`config.mk`:
```
export PLATFORM = sky130hd
export DESIGN_NAME = read_scheduler_flat
export DESIGN_NICKNAME = d
export VERILOG_FILES = /design/src/rtl/read_scheduler_if.sv /design/src/rtl/read_scheduler.sv /design/src/flat_wrapper.sv
export SDC_FILE = /design/constraint.sdc
export NUM_CORES = 1
export LEC_CHECK = 0
export BUFFER_PORTS_ARGS = -buffer_cell sky130_fd_sc_hd__buf_2
export CAP_MARGIN = 0
export CORE_MARGIN = 2
export CORE_UTILIZATION = 45
export DETAILED_ROUTE_END_ITERATION = 10
export PLACE_DENSITY = 0.64
export SYNTH_ARGS = -nofsm -noshare
export SYNTH_HDL_FRONTEND = slang
export SYNTH_SLANG_ARGS = --single-unit
```
`constraint.sdc`:
```
create_clock -name clk -period 10.1 [get_ports clk]
set_clock_uncertainty 0.05 [all_clocks]
set_input_delay 0.505 -clock clk [delete_from_list [all_inputs] [get_ports clk]]
set_output_delay 0.505 -clock clk [all_outputs]
set_load 0.02 [all_outputs]
```
`src/rtl/read_scheduler_if.sv`:
```
// read_scheduler_if: count/score inputs, pop handshake and display outputs of the read scheduler
interface read_scheduler_if;
    logic             tick;
    logic [5:0]       RS;
    logic [5:0]       LS;
    logic [2:0]       L1, L2, L3, L4;
    logic [1:0]       data1, data2, data3, data4;
    logic [3:0]       pop;
    logic             pop_ack;
    logic [1:0]       disp;
    logic             disp_valid;
    logic             mode;
    logic [7:0]       read_cnt;
    logic             busy;
    logic             err;
    modport master (
        input  tick, RS, LS, L1, L2, L3, L4, data1, data2, data3, data4, pop_ack,
        output pop, disp, disp_valid, mode, read_cnt, busy, err
    );
    modport slave (
        output tick, RS, LS, L1, L2, L3, L4, data1, data2, data3, data4, pop_ack,
        input  pop, disp, disp_valid, mode, read_cnt, busy, err
    );
endinterface

```
`src/rtl/read_scheduler.sv`:
```
// read_scheduler: per-tick arbitration of four packet buffers with mode selection, aging and ack timeout
module read_scheduler #(
    parameter int AGE_LIMIT   = 4,
    parameter int ACK_TIMEOUT = 15
) (
    input logic          clk,
    input logic          rst,
    read_scheduler_if.master bus
);
    typedef enum logic [1:0] {IDLE, ARB, WAIT} state_t;
    state_t state, state_n;
    logic [3:0][2:0] l_in, occ, age;
    logic [3:0][1:0] d_in;
    logic [2:0] best;
    logic [1:0] sel, gnt;
    logic [7:0] tmo;
    logic aged, hit, tmo_done;
    assign l_in = {bus.L4, bus.L3, bus.L2, bus.L1};
    assign d_in = {bus.data4, bus.data3, bus.data2, bus.data1};
    assign tmo_done = tmo == 8'(ACK_TIMEOUT - 1);
    assign bus.busy = state != IDLE;
    always_comb begin
        aged = 1'b0;
        sel = 2'd0;
        best = 3'd0;
        for (int i = 3; i >= 0; i--)
            if (occ[i] != 3'd0 && age[i] == 3'(AGE_LIMIT)) begin
                aged = 1'b1;
                sel = 2'(i);
            end
        // mode 1 lets later equal entries overwrite, so ties go to the highest index
        if (!aged)
            for (int i = 0; i < 4; i++)
                if (occ[i] != 3'd0 && (bus.mode ? occ[i] >= best : occ[i] > best)) begin
                    best = occ[i];
                    sel = 2'(i);
                end
        hit = aged || best != 3'd0;
        state_n = state == IDLE ? (bus.tick ? ARB : IDLE) :
                  state == ARB  ? (hit ? WAIT : IDLE) :
                  (bus.pop_ack || tmo_done) ? IDLE : WAIT;
    end
    always_ff @(posedge clk) begin
        if (rst) begin
            state <= IDLE;
            bus.pop <= '0;
            bus.disp <= '0;
            bus.disp_valid <= 1'b0;
            bus.mode <= 1'b0;
            bus.read_cnt <= '0;
            bus.err <= 1'b0;
            tmo <= '0;
            gnt <= '0;
            occ <= '0;
            age <= '0;
        end else begin
            state <= state_n;
            bus.disp_valid <= 1'b0;
            if (bus.tick && state != IDLE) bus.err <= 1'b1;
            unique case (state)
                IDLE: if (bus.tick) begin
                    bus.mode <= bus.RS >= bus.LS;
                    for (int i = 0; i < 4; i++) occ[i] <= l_in[i] > 3'd6 ? 3'd6 : l_in[i];
                end
                ARB: if (hit) begin
                    bus.pop <= 4'b1 << sel;
                    gnt <= sel;
                    tmo <= '0;
                end
                WAIT: if (bus.pop_ack) begin
                    bus.disp <= d_in[gnt];
                    bus.disp_valid <= 1'b1;
                    bus.read_cnt <= bus.read_cnt + 8'd1;
                    bus.pop <= '0;
                    for (int i = 0; i < 4; i++)
                        age[i] <= (2'(i) == gnt || occ[i] == 3'd0) ? 3'd0 :
                                  age[i] == 3'(AGE_LIMIT) ? age[i] : age[i] + 3'd1;
                end else if (tmo_done) begin
                    bus.pop <= '0;
                    bus.err <= 1'b1;
                end else begin
                    tmo <= tmo + 8'd1;
                end
                default: ;
            endcase
        end
    end
endmodule

```
`src/flat_wrapper.sv`:
```
// flat-port wrapper written by rule: the top's interface ports become plain ports
module read_scheduler_flat 
#(
    parameter int AGE_LIMIT   = 4,
    parameter int ACK_TIMEOUT = 15
)
  (clk, rst, bus_tick, bus_RS, bus_LS, bus_L1, bus_L2, bus_L3, bus_L4, bus_data1, bus_data2, bus_data3, bus_data4, bus_pop_ack, bus_pop, bus_disp, bus_disp_valid, bus_mode, bus_read_cnt, bus_busy, bus_err);
  read_scheduler_if bus_i ();
  input logic clk;
  input logic rst;
  input wire logic [$bits(bus_i.tick)-1:0] bus_tick;
  input wire logic [$bits(bus_i.RS)-1:0] bus_RS;
  input wire logic [$bits(bus_i.LS)-1:0] bus_LS;
  input wire logic [$bits(bus_i.L1)-1:0] bus_L1;
  input wire logic [$bits(bus_i.L2)-1:0] bus_L2;
  input wire logic [$bits(bus_i.L3)-1:0] bus_L3;
  input wire logic [$bits(bus_i.L4)-1:0] bus_L4;
  input wire logic [$bits(bus_i.data1)-1:0] bus_data1;
  input wire logic [$bits(bus_i.data2)-1:0] bus_data2;
  input wire logic [$bits(bus_i.data3)-1:0] bus_data3;
  input wire logic [$bits(bus_i.data4)-1:0] bus_data4;
  input wire logic [$bits(bus_i.pop_ack)-1:0] bus_pop_ack;
  output wire logic [$bits(bus_i.pop)-1:0] bus_pop;
  output wire logic [$bits(bus_i.disp)-1:0] bus_disp;
  output wire logic [$bits(bus_i.disp_valid)-1:0] bus_disp_valid;
  output wire logic [$bits(bus_i.mode)-1:0] bus_mode;
  output wire logic [$bits(bus_i.read_cnt)-1:0] bus_read_cnt;
  output wire logic [$bits(bus_i.busy)-1:0] bus_busy;
  output wire logic [$bits(bus_i.err)-1:0] bus_err;
  assign bus_i.tick = bus_tick;
  assign bus_i.RS = bus_RS;
  assign bus_i.LS = bus_LS;
  assign bus_i.L1 = bus_L1;
  assign bus_i.L2 = bus_L2;
  assign bus_i.L3 = bus_L3;
  assign bus_i.L4 = bus_L4;
  assign bus_i.data1 = bus_data1;
  assign bus_i.data2 = bus_data2;
  assign bus_i.data3 = bus_data3;
  assign bus_i.data4 = bus_data4;
  assign bus_i.pop_ack = bus_pop_ack;
  assign bus_pop = bus_i.pop;
  assign bus_disp = bus_i.disp;
  assign bus_disp_valid = bus_i.disp_valid;
  assign bus_mode = bus_i.mode;
  assign bus_read_cnt = bus_i.read_cnt;
  assign bus_busy = bus_i.busy;
  assign bus_err = bus_i.err;
  read_scheduler #(.AGE_LIMIT(AGE_LIMIT), .ACK_TIMEOUT(ACK_TIMEOUT)) u_core (.clk(clk), .rst(rst), .bus(bus_i));
endmodule
```
==> impl_metrics.env <==
export IMPL_post_dp_cell_area_um2=3520
export IMPL_clockBufferDepth=2
export IMPL_syn_avg_cell_area_um2=8.07
export IMPL_clkTransAtPathRegs_ps=100
export IMPL_maxCapViolCount=0
export IMPL_p_switching_w=0.000144
export IMPL_top_layer_used="met4"
export IMPL_min_period_over_period=0.482
export IMPL_p_per_area_nw_per_um2=133
export IMPL_overflow=0
export IMPL_grt_max_degree=61
export IMPL_power_w=0.000482
export IMPL_drive_gt1_frac=0.172
export IMPL_finalSetupViolCount=0
export IMPL_grt_pass1_vias=2647
export IMPL_initial_core_util=0.468
export IMPL_synth_flop_cell="dfxtp_1"
export IMPL_via_per_inst=5.22
export IMPL_fin_tns_setup_ps=0
export IMPL_final_nets=506
export IMPL_syn_inst=396
export IMPL_tightest_slew_ps=1030
export IMPL_p_int_w=0.000338
export IMPL_period_minus_slack_ps=4870
export IMPL_antenna_cells=0
export IMPL_final_max_slew_violation_count=0
export IMPL_ys_ff_latch=53
export IMPL_criticalPathCategory="flop to flop"
export IMPL_die_w_um=88.3
export IMPL_fill_cells=673
export IMPL_hold_buffers=0
export IMPL_root_buffer="clkbuf_8"
export IMPL_syn_area_um2=3190
export IMPL_cts_num_sinks=53
export IMPL_gp_congestion=0.797
export IMPL_drt_iter0_markers=92
export IMPL_num_rows=30
export IMPL_ys_seq_area_frac=0.332
export IMPL_grt_pass1_wl_mm=12.0
export IMPL_postRouteAntennaNets=0
export IMPL_postSynth_asyncResetShare=0
export IMPL_arrival_ps=4990
export IMPL_worst_skew_pair_late_latency_ps=310
export IMPL_p_leak_nw=1.55
export IMPL_routed_wl_met2_mm=3.25
export IMPL_grt_antenna_before_repair=0
export IMPL_synth_cell_types=52
export IMPL_holdWs_ps=397
export IMPL_crit_path_start_kind="flop"
export IMPL_drc=0
export IMPL_rsz0062_at_grt="false"
export IMPL_finalHoldViolCount=0
export IMPL_cp_end_kind="flop"
export IMPL_first_pass_iters=4
export IMPL_fmax_mhz=205
export IMPL_status="finished, final reports clean"
export IMPL_via_count=2808
export IMPL_routedWlPerCell_um=12.9
export IMPL_ir_worst_vdd_uv=59.0
export IMPL_combPwrFrac=0.238
export IMPL_cts_setup_buffers=0
export IMPL_crit_fanout=12
export IMPL_required_ps=10220
export IMPL_die_area_um2=7790
export IMPL_area_growth_pct=13.6
export IMPL_dr_wl_met3_um=155
export IMPL_grt_usage=0.193
export IMPL_design_area_um2=3630
export IMPL_drt_met1_wl_mm=3.51
export IMPL_cts_resized_gates=0
export IMPL_synth_warnings=0
export IMPL_core_um2=6830
export IMPL_p_clk_frac=0.302
export IMPL_slew_headroom=0.312
export IMPL_ios=54
export IMPL_cts_made_buffers=5
export IMPL_cts_tree="yes"
export IMPL_place_hpwl_mm=5.22
export IMPL_ctsHtreeMaxLevel=2
export IMPL_worstHoldPathType="input port to flop"
export IMPL_swShare=0.300
export IMPL_p_seq_frac=0.461
export IMPL_portBuffers=53
export IMPL_synth_enable_flop_cells=0
export IMPL_drt_total_wl_mm=6.97
export IMPL_die_h_um=88.3
export IMPL_synth_nets=461
==> cells by family (layout without fill, tap and decap cells) <==
group / after synthesis / after routing / share of synthesized area
simple gates: 157 / 157 / 0.249
compound gates: 96 / 96 / 0.198
flops: 53 / 53 / 0.332
buf+inv: 47 / 93 / 0.0576
fa+ha+maj: 29 / 29 / 0.114
mux: 9 / 9 / 0.0360
xor+xnor: 5 / 5 / 0.0137
==> worst paths after layout <==
check / end / depth (start not counted) / slack [ps] / startpoint
worst min-delay path: u_core.occ[6] / 3 / 400 / bus_L3[0]
worst max-delay path: u_core.tmo[4] / 21 / 5230 / u_core.occ[1]
worst min register to register: u_core.bus.disp[0] / 2 / 420 / u_core.bus.disp[0]
worst max register to register: u_core.tmo[4] / 21 / 5230 / u_core.occ[1]
==> flip-flops by register name, indices dropped and copies added, names as in the netlist <==
| signal | count |
|---|---|
| u_core.bus.err | 1 |
| u_core.tmo | 8 |
| u_core.age | 12 |
| u_core.state | 2 |
| u_core.bus.disp_valid | 1 |
| u_core.bus.disp | 2 |
| u_core.bus.read_cnt | 8 |
| u_core.gnt | 2 |
| u_core.occ | 12 |
| u_core.bus.pop | 4 |
| u_core.bus.mode | 1 |
==> power groups by stage <==
stage | sequential [W] | combinational, W | clock, W
after floorplan | 0.000227 | 0.0000844 | 0
after CTS | 0.000222 | 0.000114 | 0.000150
after detailed placement | 0.000227 | 0.000113 | 0
final | 0.000222 | 0.000115 | 0.000145
after global placement | 0.000227 | 0.000111 | 0
after global routing | 0.000223 | 0.000128 | 0.000158
==> cells in the final DEF, fill, tap and decap left out, types with 7 or more instances in the layout <==
cell type,synthesis,layout
a21oi_1,43,43
buf_2,0,53
dfxtp_1,53,53
ha_1,29,29
inv_1,32,32
mux2i_1,7,7
nand2_1,57,57
nand2b_1,8,8
nand3_1,9,9
nand4_1,10,10
nor2_1,30,30
nor3_1,9,9
o21ai_0,18,18
==> Yosys cell counts (2+ instances only) <==
| cell | number | area share |
|---|---|---|
| nand2_1 | 57 | 0.067 |
| or4_1 | 5 | 0.012 |
| nand3_1 | 9 | 0.014 |
| nor2b_1 | 5 | 0.0098 |
| nand2b_1 | 8 | 0.016 |
| ha_1 | 29 | 0.11 |
| dfxtp_1 | 53 | 0.33 |
| o32ai_1 | 4 | 0.011 |
| mux2i_1 | 7 | 0.022 |
| xor2_1 | 4 | 0.011 |
| buf_1 | 2 | 0.0024 |
| and2_1 | 4 | 0.0078 |
| nor3_1 | 9 | 0.014 |
| o21a_1 | 2 | 0.0047 |
| nand3b_1 | 3 | 0.0071 |
| a31oi_1 | 2 | 0.0039 |
| nand4_1 | 10 | 0.020 |
| o21ai_0 | 18 | 0.028 |
| a22oi_1 | 5 | 0.012 |
| mux4_2 | 2 | 0.014 |
| inv_1 | 32 | 0.038 |
| a21oi_1 | 43 | 0.067 |
| a211o_1 | 2 | 0.0055 |
| or3_1 | 5 | 0.0098 |
| a21o_1 | 4 | 0.0094 |
| o31ai_2 | 2 | 0.0078 |
| nor2_1 | 30 | 0.035 |
| a211oi_1 | 2 | 0.0047 |
| nand4b_1 | 4 | 0.011 |
| clkbuf_1 | 12 | 0.014 |
==> metal layers <==
metal | global-route usage | vias up
met1 | 0.269 | 1296
met3 | 0.0345 | 5
met2 | 0.308 | 26
li1 | - | 1481
met4 | 0.0565 | 0
met5 | 0 | -
==> through the flow <==
stage          cells  setup WS, ps   util
2_1_floorplan    396          5910      -
3_3_place_gp     530          5450  0.515
3_5_place_dp     530          5300  0.515
4_1_cts          538          5270  0.531
5_1_grt          538          4870  0.531
6_report         538          5230  0.531
==> area by class of cell <==
cell class | count | area (µm²) | area share
repair buffers | 53 | 265 | 0.0731
multi-input cells | 296 | 1950 | 0.537
well taps | 96 | 120 | 0.0331
inverters | 32 | 120 | 0.0331
clock buffers | 6 | 72.6 | 0.0200
flip-flops and latches | 53 | 1060 | 0.293
clock inverters | 2 | 38.8 | 0.0107
==> worst max-delay path, stage by stage (launching register included) <==
cell      delay (ps)
dfxtp_1          380
inv_1             80
ha_1             350
nand4b_1         130
o21ai_0          220
nor2_1           230
nand2_1          100
a22oi_1          220
ha_1             300
a21oi_1          260
o21ai_2          160
nand2_8          110
nor2_1            40
a21o_1           160
ha_1             190
a211o_1          270
a21oi_1          160
a211oi_2          90
nand4b_1         200
o31ai_2          640
or3_1            290
o32ai_1          100
Power figures use the tool's default switching activity.
